**config.mk**
```make
export PLATFORM = sky130hd
export DESIGN_NAME = uart_rx_param_flat
export DESIGN_NICKNAME = d
export VERILOG_FILES = /design/src/rtl/uart_pkg.sv /design/src/rtl/uart_rx_param_if.sv /design/src/rtl/uart_sync2.sv /design/src/rtl/uart_rx_param.sv /design/src/flat_wrapper.sv
export SDC_FILE = /design/constraint.sdc
export NUM_CORES = 1
export LEC_CHECK = 0
export CAP_MARGIN = 20
export CORE_MARGIN = 1
export CORE_UTILIZATION = 56
export CTS_CLUSTER_SIZE = 24
export DETAILED_ROUTE_END_ITERATION = 16
export PLACE_DENSITY_LB_ADDON = 0.25
export SYNTH_ARGS = -nofsm -noshare
export SYNTH_HDL_FRONTEND = slang
export SYNTH_SLANG_ARGS = --single-unit
```
**constraint.sdc**
```tcl
create_clock -name clkIN -period 2.47 [get_ports clkIN]
set_input_delay 0.3705 -clock clkIN [delete_from_list [all_inputs] [get_ports clkIN]]
set_output_delay 0.3705 -clock clkIN [all_outputs]
set_load 0.02 [all_outputs]
```
**src/rtl/uart_pkg.sv**
```systemverilog
// Shared UART definitions.
// Parity modes, receiver states, counter sizing.
package uart_pkg;

  localparam int PAR_NONE = 0;
  localparam int PAR_ODD  = 1;
  localparam int PAR_EVEN = 2;

  typedef enum logic [2:0] {
    IDLE,
    START,
    DATA,
    PARITY,
    STOP,
    WAIT_HIGH
  } rx_state_t;

  function automatic int cnt_w(input int n);
    return (n < 2) ? 1 : $clog2(n);
  endfunction

endpackage

```
**src/rtl/uart_rx_param_if.sv**
```systemverilog
// Receiver-to-consumer word handshake.
// Master is the receiver, slave the consumer.
interface uart_rx_param_if #(
  parameter int DATA_BITS = 8
);

  logic [DATA_BITS-1:0] dataOUT;
  logic                 validOUT;
  logic                 readyIN;
  logic                 parityErrOUT;
  logic                 frameErrOUT;
  logic                 overrunOUT;
  logic                 breakOUT;

  modport master (
    output dataOUT,
    output validOUT,
    input  readyIN,
    output parityErrOUT,
    output frameErrOUT,
    output overrunOUT,
    output breakOUT
  );

  modport slave (
    input  dataOUT,
    input  validOUT,
    output readyIN,
    input  parityErrOUT,
    input  frameErrOUT,
    input  overrunOUT,
    input  breakOUT
  );

endinterface

```
**src/rtl/uart_sync2.sv**
```systemverilog
// Two-flop synchroniser for asynchronous inputs.
// Reset value is a parameter (idle-high lines use 1).
module uart_sync2 #(
  parameter logic RST_VAL = 1'b1
) (
  input  logic clkIN,
  input  logic resetIN,
  input  logic d,
  output logic q
);

  logic s1;
  logic s2;

  // shift the raw input through two flops
  always_ff @(posedge clkIN) begin
    if (resetIN) begin
      s1 <= RST_VAL;
      s2 <= RST_VAL;
    end else begin
      s1 <= d;
      s2 <= s1;
    end
  end

  assign q = s2;

endmodule

```
**src/rtl/uart_rx_param.sv**
```systemverilog
// Parametrised UART receiver with one-word buffer.
// Flags parity/framing errors, breaks and overruns.
module uart_rx_param #(
  parameter int CLKS_PER_BIT = 16,
  parameter int DATA_BITS    = 8,
  parameter int PARITY       = 0,
  parameter int STOP_BITS    = 1
) (
  input  logic           clkIN,
  input  logic           resetIN,
  input  logic           Rx,
  uart_rx_param_if.master rx_bus
);

  import uart_pkg::*;

  localparam int CW = cnt_w(CLKS_PER_BIT);
  localparam logic [CW-1:0] HALF_M1 =
    CW'(CLKS_PER_BIT / 2 - 1);
  localparam logic [CW-1:0] LAST =
    CW'(CLKS_PER_BIT - 1);
  localparam logic [3:0] DB_M1 = 4'(DATA_BITS - 1);
  localparam logic [3:0] SB_M1 = 4'(STOP_BITS - 1);
  localparam bit HAS_PAR = (PARITY != PAR_NONE);
  localparam bit ODD     = (PARITY == PAR_ODD);

  logic                 line;
  rx_state_t            state_q;
  logic [CW-1:0]        cnt_q;
  logic [3:0]           bit_q;
  logic [DATA_BITS-1:0] sh_q;
  logic                 pbit_q;
  logic                 stop1_q;
  logic                 pe_q;
  logic                 fe_q;

  logic [DATA_BITS-1:0] data_q;
  logic                 valid_q;
  logic                 pe_out_q;
  logic                 fe_out_q;
  logic                 ovr_q;
  logic                 brk_q;

  logic tick;
  logic par_x;
  logic first_stop;
  logic fe_now;
  logic is_brk;
  logic accept;

  uart_sync2 #(
    .RST_VAL(1'b1)
  ) u_sync (
    .clkIN  (clkIN),
    .resetIN(resetIN),
    .d      (Rx),
    .q      (line)
  );

  assign tick       = (cnt_q == LAST);
  assign par_x      = (^sh_q) ^ line;
  assign first_stop = (bit_q == 4'd0) ? line : stop1_q;
  assign fe_now     = fe_q | ~line;
  assign is_brk     = (sh_q == '0) &&
                      (!HAS_PAR || !pbit_q) &&
                      !first_stop;
  assign accept     = valid_q & rx_bus.readyIN;

  // frame FSM plus output buffer and pulses
  always_ff @(posedge clkIN) begin
    if (resetIN) begin
      state_q  <= IDLE;
      cnt_q    <= '0;
      bit_q    <= '0;
      sh_q     <= '0;
      pbit_q   <= 1'b0;
      stop1_q  <= 1'b0;
      pe_q     <= 1'b0;
      fe_q     <= 1'b0;
      data_q   <= '0;
      valid_q  <= 1'b0;
      pe_out_q <= 1'b0;
      fe_out_q <= 1'b0;
      ovr_q    <= 1'b0;
      brk_q    <= 1'b0;
    end else begin
      ovr_q <= 1'b0;
      brk_q <= 1'b0;
      if (accept) valid_q <= 1'b0;
      unique case (state_q)
        IDLE: begin
          cnt_q <= '0;
          if (!line) state_q <= START;
        end
        START: begin
          if (cnt_q == HALF_M1) begin
            cnt_q <= '0;
            bit_q <= '0;
            pe_q  <= 1'b0;
            fe_q  <= 1'b0;
            state_q <= line ? IDLE : DATA;
          end else begin
            cnt_q <= cnt_q + CW'(1);
          end
        end
        DATA: begin
          if (tick) begin
            cnt_q <= '0;
            sh_q  <= {line, sh_q[DATA_BITS-1:1]};
            if (bit_q == DB_M1) begin
              bit_q   <= '0;
              state_q <= HAS_PAR ? uart_pkg::PARITY
                                 : STOP;
            end else begin
              bit_q <= bit_q + 4'd1;
            end
          end else begin
            cnt_q <= cnt_q + CW'(1);
          end
        end
        uart_pkg::PARITY: begin
          if (tick) begin
            cnt_q   <= '0;
            pbit_q  <= line;
            pe_q    <= ODD ? ~par_x : par_x;
            bit_q   <= '0;
            state_q <= STOP;
          end else begin
            cnt_q <= cnt_q + CW'(1);
          end
        end
        STOP: begin
          if (tick) begin
            cnt_q <= '0;
            fe_q  <= fe_now;
            if (bit_q == 4'd0) stop1_q <= line;
            if (bit_q == SB_M1) begin
              bit_q <= '0;
              if (is_brk) begin
                brk_q   <= 1'b1;
                state_q <= WAIT_HIGH;
              end else begin
                state_q <= IDLE;
                if (!valid_q || rx_bus.readyIN) begin
                  data_q   <= sh_q;
                  pe_out_q <= HAS_PAR & pe_q;
                  fe_out_q <= fe_now;
                  valid_q  <= 1'b1;
                end else begin
                  ovr_q <= 1'b1;
                end
              end
            end else begin
              bit_q <= bit_q + 4'd1;
            end
          end else begin
            cnt_q <= cnt_q + CW'(1);
          end
        end
        WAIT_HIGH: begin
          cnt_q <= '0;
          if (line) state_q <= IDLE;
        end
        default: state_q <= IDLE;
      endcase
    end
  end

  assign rx_bus.dataOUT      = data_q;
  assign rx_bus.validOUT     = valid_q;
  assign rx_bus.parityErrOUT = pe_out_q;
  assign rx_bus.frameErrOUT  = fe_out_q;
  assign rx_bus.overrunOUT   = ovr_q;
  assign rx_bus.breakOUT     = brk_q;

endmodule

```
**src/flat_wrapper.sv**
```systemverilog
// flat-port wrapper written by rule: the top's interface ports become plain ports
module uart_rx_param_flat import uart_pkg::*;
#(
  parameter int CLKS_PER_BIT = 16,
  parameter int DATA_BITS    = 8,
  parameter int PARITY       = 0,
  parameter int STOP_BITS    = 1
)
  (clkIN, resetIN, Rx, rx_bus_dataOUT, rx_bus_validOUT, rx_bus_readyIN, rx_bus_parityErrOUT, rx_bus_frameErrOUT, rx_bus_overrunOUT, rx_bus_breakOUT);
  uart_rx_param_if #(.DATA_BITS(DATA_BITS)) rx_bus_i ();
  input  logic clkIN;
  input  logic resetIN;
  input  logic Rx;
  output wire logic [$bits(rx_bus_i.dataOUT)-1:0] rx_bus_dataOUT;
  output wire logic [$bits(rx_bus_i.validOUT)-1:0] rx_bus_validOUT;
  input wire logic [$bits(rx_bus_i.readyIN)-1:0] rx_bus_readyIN;
  output wire logic [$bits(rx_bus_i.parityErrOUT)-1:0] rx_bus_parityErrOUT;
  output wire logic [$bits(rx_bus_i.frameErrOUT)-1:0] rx_bus_frameErrOUT;
  output wire logic [$bits(rx_bus_i.overrunOUT)-1:0] rx_bus_overrunOUT;
  output wire logic [$bits(rx_bus_i.breakOUT)-1:0] rx_bus_breakOUT;
  assign rx_bus_dataOUT = rx_bus_i.dataOUT;
  assign rx_bus_validOUT = rx_bus_i.validOUT;
  assign rx_bus_i.readyIN = rx_bus_readyIN;
  assign rx_bus_parityErrOUT = rx_bus_i.parityErrOUT;
  assign rx_bus_frameErrOUT = rx_bus_i.frameErrOUT;
  assign rx_bus_overrunOUT = rx_bus_i.overrunOUT;
  assign rx_bus_breakOUT = rx_bus_i.breakOUT;
  uart_rx_param #(.CLKS_PER_BIT(CLKS_PER_BIT), .DATA_BITS(DATA_BITS), .PARITY(PARITY), .STOP_BITS(STOP_BITS)) u_core (.clkIN(clkIN), .resetIN(resetIN), .Rx(Rx), .rx_bus(rx_bus_i));
endmodule
```
Word level (Yosys, flattened, before mapping). Cells that the tools add are included.

Register bits after elaboration: 35. Output and inout port bits: 13. Word-level logic and storage cells: 91.

Add/subtract/negate cells: 2. Equality and inequality tests: 16. Multiplexer cells: 33. Bitwise logic cells: 7. Reductions and logical operators: 20.

Operators with widths (number): 2-to-1 mux 4 bit (8); 2-to-1 mux 3 bit (9); case mux 3 bit (6 select lines) (1); case mux 4 bit (4 select lines) (1); != test 2 x 1 -> 1 bit (second input constant) (6); case mux 4 bit (3 select lines) (1); 2-to-1 mux 1 bit (11); AND reduction 5 bit (2); adder 4 x 1 -> 4 bit (second input constant) (2); == test 4 x 3 -> 1 bit (second input constant) (2); logical NOT 8 bit (1); AND reduction 8 bit (1); == test 3 x 2 -> 1 bit (second input constant) (2); == test 3 bit (second input constant) (2); inverter 1 bit (5); OR reduction 5 bit (1); == test 4 bit (second input constant) (1); logical NOT 4 bit (1); != test 2 bit (second input constant) (2); AND reduction 2 bit (2); nonzero test 4 bit (1); OR reduction 4 bit (1); == test 3 x 1 -> 1 bit (second input constant) (1); logical NOT 3 bit (1); other kinds (12) (13).

Longest topological paths before layout. Gate-level depths: netlist of run 1.

Depth after elaboration: 8. Gate-level depth with buffers: 8.

Hierarchy. Synthesis of run 1 repeated with hierarchy kept, for this count alone.

Cells, all modules: 194. Area, all modules: 1729.2 um2.

Modules (own cells, without submodules): uart_rx_param (times used 1, cells an instance 190, area each 1676.6 um2); uart_sync2 (times used 1, cells an instance 4, area each 52.6 um2).

Worst setup path after synthesis of run 1. No wires, ideal clock.

Path kind: register to register. From: register u_core.bit_q[1]. To: register u_core.data_q[7], in the netlist u_core.rx_bus.dataOUT[7]. Library setup time: 0.128 ns. Arrival: 1.636 ns. Path slack: 0.707 ns. Cell stages (with the launch flop): 9. Buffers on the path: 1. Cell sequence: dfxtp_1 inv_1 ha_1 nor3b_1 nand4_1 nor3b_1 buf_4 mux2i_1 nor2_1.

Longest elaborated chain between the ends: 6.

Ends and longest elaborated chain: from (decl) (RTL line uart_rx_param.sv:30) `logic [3:0] bit_q;`; from (signal assigned) (RTL line uart_rx_param.sv:115) `bit_q <= bit_q + 4'd1;`; from (signal assigned) (RTL line uart_rx_param.sv:154) `bit_q <= bit_q + 4'd1;`; logical NOT 4 bit * (RTL line uart_rx_param.sv:62, uart_rx_param.sv:137); 2-to-1 mux 1 bit (RTL line uart_rx_param.sv:62) `assign first_stop = (bit_q == 4'd0) ? line : stop1_q;`; logical NOT 1 bit (RTL line uart_rx_param.sv:66) `!first_stop;`; logical AND 1 bit (RTL line uart_rx_param.sv:65) `(!HAS_PAR || !pbit_q) &&`; inverter 1 bit (no source line); AND reduction 5 bit (no source line) *; to (signal assigned) (RTL line uart_rx_param.sv:145) `data_q <= sh_q;`; to (decl) (RTL line uart_rx_param.sv:37) `logic [DATA_BITS-1:0] data_q;`.

Mark *: on every way between the ends. The rest lies on a longest branch, timed or not. A chain may end at the register's enable or synchronous reset.

Final worst setup path of run 1.
From: register u_core.bit_q[1]. To: register u_core.data_q[4], in the netlist u_core.rx_bus.dataOUT[4].

The elaborated chain is that of the path after synthesis.

==> flow_metrics.tcl, run 1 <==
set metrics [dict create \
    synth_top_cell_by_area "dfxtp_1" \
    grt_pass1_vias 1323 \
    placed_area_sq_mm 0.00186 \
    max_freq_ghz 0.475 \
    syn_area_per_cell_sq_um 9.12 \
    vias_per_cell 6.07 \
    clk_latency_ns 0.36 \
    core-area_sq_mm 0.00283 \
    ys_seq_area_frac 0.406 \
    hp-class "register to register" \
    peakVddDrop_uv 352 \
    nets 210 \
    yosys_warnings 0 \
    fin_crit_sh 0.852 \
    worstRegToRegCells 8 \
    gr-total-overflow 0 \
    period_needed_ns 2.10 \
    num_vias 1426 \
    area_delta_synth_final_pct 11.3 \
    static-leakage-power_nw 0.651 \
    die_y_um 57.5 \
    hold_viol 0 \
    path_max_fanout 10 \
    cp.arrival_ns 2.36 \
    port-buffer-count 15 \
    post_cts_buffers 0 \
    cts_buffers 5 \
    hpwl_um 2530 \
    synth_edf_count 0 \
    rows 19 \
    synthArstFlopShare 0 \
    clkTransAtPathRegs_ns 0.12 \
    wl_um 3510 \
    syn-instance-count 189 \
    cts.sinks 35 \
    drc 1 \
    drive_above_1_share 0.123 \
    syn_nets 196 \
    cts_resized 0 \
    ys_dominant_reg_cell "dfxtp_1" \
    pre_cts_ws_ns 0.408 \
    wl_per_cell_um 14.9 \
    synthTopCellsByArea "dfxtp_1 (41%), mux2i_1 (9.3%), nor2_1 (5.9%), a21oi_1 (3.2%), buf_6 (2.6%)" \
    postCtsHoldBufs 0 \
    ys_ff_latch 35 \
    place_congestion 0.890 \
    hold_path_depth 1 \
    grt_max_degree 25 \
    start_util 0.609 \
    cts-root-buf "clkbuf_4" \
    setup_tns_ns 0 \
    grt_pass1_wl_um 6070 \
    first_iter_violations 55 \
    setup_viol 0 \
    powerDensity_mw_per_mm2 494 \
    violations "DRC" \
    synth_area_sq_mm 0.00172 \
    utilization 0.678 \
    critPathCaptureType "register" \
    drv_slew 0 \
    synth_top_area_frac 0.406 \
    power_frac_seq 0.606 \
    diodes 0 \
    die_w_um 57.5 \
    power.internal_mw 0.699 \
    ys_types 52 \
    fin_ws_ns 0.365 \
    firstDrtPassIters 10 \
    grt_antenna_before_repair 0 \
    rsz0062_at_grt "no" \
    status "finished with violations" \
    io_pins 17 \
    cts_tree "built" \
    worstSetupPathType "register to register" \
    h-tree-depth 2 \
    worstSetupStartpointType "register" \
    ant_nets 0 \
    die_area_sq_mm 0.00330 \
    p_sw_mw 0.250 \
    pwr-share-clk 0.338 \
    clock_path_buffers 2 \
    p_comb_frac 0.056 \
    switching_share 0.264 \
    worstPathRequired_ns 2.73 \
    grt_usage 0.246 \
    max_cap_violations 0 \
    final_area_sq_mm 0.00192 \
    fin_skew_ns 0.0116 \
]
-- final cells by class --
type / count / area, sq um
Clock buffer: 5 / 37.5
Inverter: 7 / 26.3
Timing Repair Buffer: 19 / 180
Fill cell: 239 / 910
Clock inverter: 3 / 20.0
Multi-Input combinational cell: 135 / 916
Sequential cell: 35 / 701
Tap cell: 31 / 38.8
-- registers in the layout, summed over array words and instances (netlist names) --
signal / count
u_core.rx_bus.overrunOUT: 1
u_core.rx_bus.dataOUT: 8
u_core.state_q: 3
u_core.u_sync.s1: 1
u_core.cnt_q: 4
u_core.sh_q: 8
u_core.rx_bus.validOUT: 1
u_core.stop1_q: 1
u_core.rx_bus.breakOUT: 1
u_core.bit_q: 4
u_core.fe_q: 1
u_core.u_sync.q: 1
u_core.rx_bus.frameErrOUT: 1
-- cell families (layout without fill, tap and decap cells) --
family / after synthesis / count (layout) / synth area share
flip-flops: 35 / 35 / 0.406
multiplexers: 16 / 16 / 0.0929
buffers and inverters: 19 / 34 / 0.0653
AO/OA/AOI/OAI: 37 / 37 / 0.141
other: 1 / 1 / 0.00217
XOR/XNOR: 2 / 2 / 0.0210
adder cells (fa/ha/maj): 3 / 3 / 0.0218
AND/OR/NAND/NOR: 76 / 76 / 0.250
-- final timing paths --
path	from	endpoint	slack, ns
setup reg to reg	u_core.bit_q[1]	u_core.rx_bus.dataOUT[4]	0.37
setup / recovery	u_core.bit_q[1]	u_core.rx_bus.dataOUT[4]	0.37
hold reg to reg	u_core.u_sync.s1	u_core.u_sync.q	0.42
hold / removal	u_core.u_sync.s1	u_core.u_sync.q	0.42
-- metal layers --
metal | routed length, um | vias to the layer above | GRT usage
met5 | 0 | - | 0
met4 | 90 | 0 | 0.160
met3 | 155 | 8 | 0.0476
met2 | 1690 | 41 | 0.377
met1 | 1570 | 677 | 0.314
li1 | - | 700 | -
-- worst max-delay path, cell delays in order, from the launching register on --
cell	delay [ns]
dfxtp_1	0.37
inv_1	0.09
ha_1	0.15
nor3b_1	0.34
nand4_1	0.28
nor3b_2	0.24
buf_4	0.23
mux2i_1	0.23
nor2_1	0.06
-- per-stage QoR --
step	total power, mW	hold WS, ns	std cells
5_1_grt	0.987	0.441	235
3_3_place_gp	0.638	0.393	227
2_1_floorplan	0.630	0.389	189
6_report	0.949	0.419	235
3_5_place_dp	0.640	0.395	227
4_1_cts	0.958	0.420	235
-- synthesized netlist by cell type, types with 2 or more instances --
library cell and count:
a32oi_1 2, nor2b_1 2, a21oi_1 11, nand3b_1 2, buf_2 3, nor3b_1 4
ha_1 3, clkbuf_1 3, o21ai_1 6, nand2b_1 4, inv_1 6, o31ai_1 2
nand3_1 5, or4_1 5, mux2i_1 16, o21ai_0 3, buf_4 2, buf_6 4
dfxtp_1 35, nor3_1 3, or2_2 2, a31oi_1 3, nand2_1 8, nor2_1 27
-- cell usage in the layout, fill, tap and decap left out, drive strengths merged, types with 2 or more instances in the layout --
cell	n
dfxtp	35
nor2	28
mux2i	16
clkdlybuf4s50	15
a21oi	11
o21ai	10
nand2	8
inv	7
or4	6
nand3	6
clkbuf	5
nand2b	5
nor3b	5
buf	4
nor3	4
a31oi	3
ha	3
or2	3
nand3b	2
a32oi	2
nor2b	2
o31ai	2
clkinvlp	2
xnor2	2
-- power by group through the flow --
stage	Combinational, mW	Clock [mW]	Sequential, mW
global placement	0.0508	0	0.587
detailed placement	0.0523	0	0.588
floorplan	0.0464	0	0.583
CTS	0.0526	0.331	0.575
finish	0.0529	0.321	0.575
global route	0.0582	0.352	0.576
Power figures use the tool's default switching activity.
==> run 2, diff against run 1 <==
Settings changed: CORE_MARGIN 1 to default.
==> results of run 2 <==
Same layout as run 1: the final DEF is identical, and so are final timing and power.
==> run 3, diff against run 2 <==
Settings changed: CORE_UTILIZATION 56 to 60, DONT_BUFFER_PORTS from default to 1.
==> run 3 against run 2 <==
The flow now finishes without violations. Register-to-register slack better by 0.08 ns. Die area decreased by 6.4%. First-iteration DRC count fell by 55%. Clock power is 9.7% lower. Critical endpoint is now u_core.rx_bus.dataOUT[6]. Largest power group unchanged.
==> flow_metrics.tcl, run 3 (synthesis gave the netlist of run 1 again) <==
set metrics [dict create \
    status "completed" \
    max_cap_violations 0 \
    cts_resized 0 \
    pre_cts_ws_ns 0.467 \
    h-tree-depth 2 \
    hold_viol 0 \
    num_vias 1326 \
    hp-class "input pin to register" \
    grt_pass1_vias 1254 \
    fin_crit_sh 0.822 \
    clkTransAtPathRegs_ns 0.10 \
    start_util 0.631 \
    path_buf_inv 2 \
    path_max_fanout 10 \
    final_cell_count_no_fill 218 \
    final_area_sq_mm 0.00175 \
    multi_input_area_sq_um 916 \
    vias_per_cell 6.08 \
    period_needed_ns 2.03 \
    cp.arrival_ns 2.26 \
    cts_tree "built" \
    place_congestion 0.816 \
    cp_slowest_cell "dfxtp_1" \
    worstSetupPathType "register to register" \
    area_delta_synth_final_pct 1.31 \
    clk_latency_ns 0.33 \
    wl_per_cell_um 14.3 \
    nets 193 \
    gr-total-overflow 0 \
    post_cts_buffers 0 \
    postCtsHoldBufs 0 \
    setup_tns_ns 0 \
    fin_skew_ns 0.00706 \
    die_w_um 55.6 \
    worstSetupStartpointType "register" \
    rsz0062_at_grt "no" \
    rows 19 \
    hpwl_um 2200 \
    drive_above_1_share 0.112 \
    cts-root-buf "clkbuf_4" \
    first_iter_violations 25 \
    mostFrequentLayoutCell "dfxtp_1" \
    die_area_sq_mm 0.00309 \
    ant_nets 0 \
    wl_um 3120 \
    drv_slew 0 \
    die_y_um 55.6 \
    port-buffer-count 0 \
    fillers 223 \
    grt_usage 0.231 \
    cts.sinks 35 \
    place_inst 210 \
    max_stage_delay_ns 0.36 \
    worstPathRequired_ns 2.70 \
    cts_buffers 5 \
    firstDrtPassIters 4 \
    regArea_sq_um 701 \
    static-leakage-power_nw 0.591 \
    fin_ws_ns 0.441 \
    final_cell_mix "dfxtp_1 (35), nor2_1 (27), mux2i_1 (16), a21oi_1 (11), nand2_1 (8)" \
    grt_max_degree 39 \
    peakVddDrop_uv 544 \
    powerDensity_mw_per_mm2 516 \
    critPathCaptureType "register" \
    crit_chain "inv_1 > ha_1 > nor3b_1 > nand4_1 > nor3b_2 > buf_4 > mux2i_1 > nor2_1" \
    drc 0 \
    diodes 0 \
    setup_viol 0 \
    grt_pass1_wl_um 5450 \
    max_freq_ghz 0.493 \
    clock_path_buffers 2 \
    grt_antenna_before_repair 0 \
    io_pins 17 \
    critPathTopFamily "simple AND/OR/NAND/NOR gates" \
    placed_area_sq_mm 0.00170 \
    core-area_sq_mm 0.00273 \
]
==> run 3: through the flow <==
stage | hold slack, ns | utilization | power [mW]
2_1_floorplan | 0.389 | - | 0.630
3_3_place_gp | 0.395 | 0.621 | 0.623
3_5_place_dp | 0.406 | 0.621 | 0.624
4_1_cts | 0.0768 | 0.639 | 0.912
5_1_grt | 0.0692 | 0.639 | 0.938
6_report | 0.0928 | 0.639 | 0.902
==> run 3: area by class of cell <==
class                      instances  share of cell area
multi-input combinational        135               0.524
sequential                        35               0.401
clock buffer                       7              0.0258
tap                               31              0.0222
inverter                           7              0.0150
timing repair buffer               2             0.00860
clock inverter                     1             0.00287
==> run 3: worst paths after layout <==
| kind | startpoint | slack, ns | to | depth (start not counted) |
|---|---|---|---|---|
| max | u_core.bit_q[1] | 0.44 | u_core.rx_bus.dataOUT[6] | 8 |
| min | resetIN | 0.09 | u_core.bit_q[3] | 1 |
| max reg2reg | u_core.bit_q[1] | 0.44 | u_core.rx_bus.dataOUT[6] | 8 |
| min reg2reg | u_core.u_sync.s1 | 0.43 | u_core.u_sync.q | 1 |
==> run 3: worst reg2reg max path: stages (launching register included) <==
cell and delay [ns]:
dfxtp_1 0.36, inv_1 0.10, ha_1 0.15, nor3b_1 0.33
nand4_1 0.27, nor3b_2 0.24, buf_4 0.22, mux2i_1 0.21
nor2_1 0.06
==> run 3: power breakdown <==
part / internal (mW) / switching (mW)
registers: 0.568 / 0.00660
clock network: 0.111 / 0.179
logic: 0.0160 / 0.0209
==> run 3: per-layer routing <==
metal  vias up  share of wire  GRT usage  wire length, um
met2        32           0.49      0.391             1530
met3         5          0.049     0.0767              152
met5         -              0          0                0
li1        667              -          -                -
met1       622           0.44      0.255             1390
met4         0          0.018      0.125               55
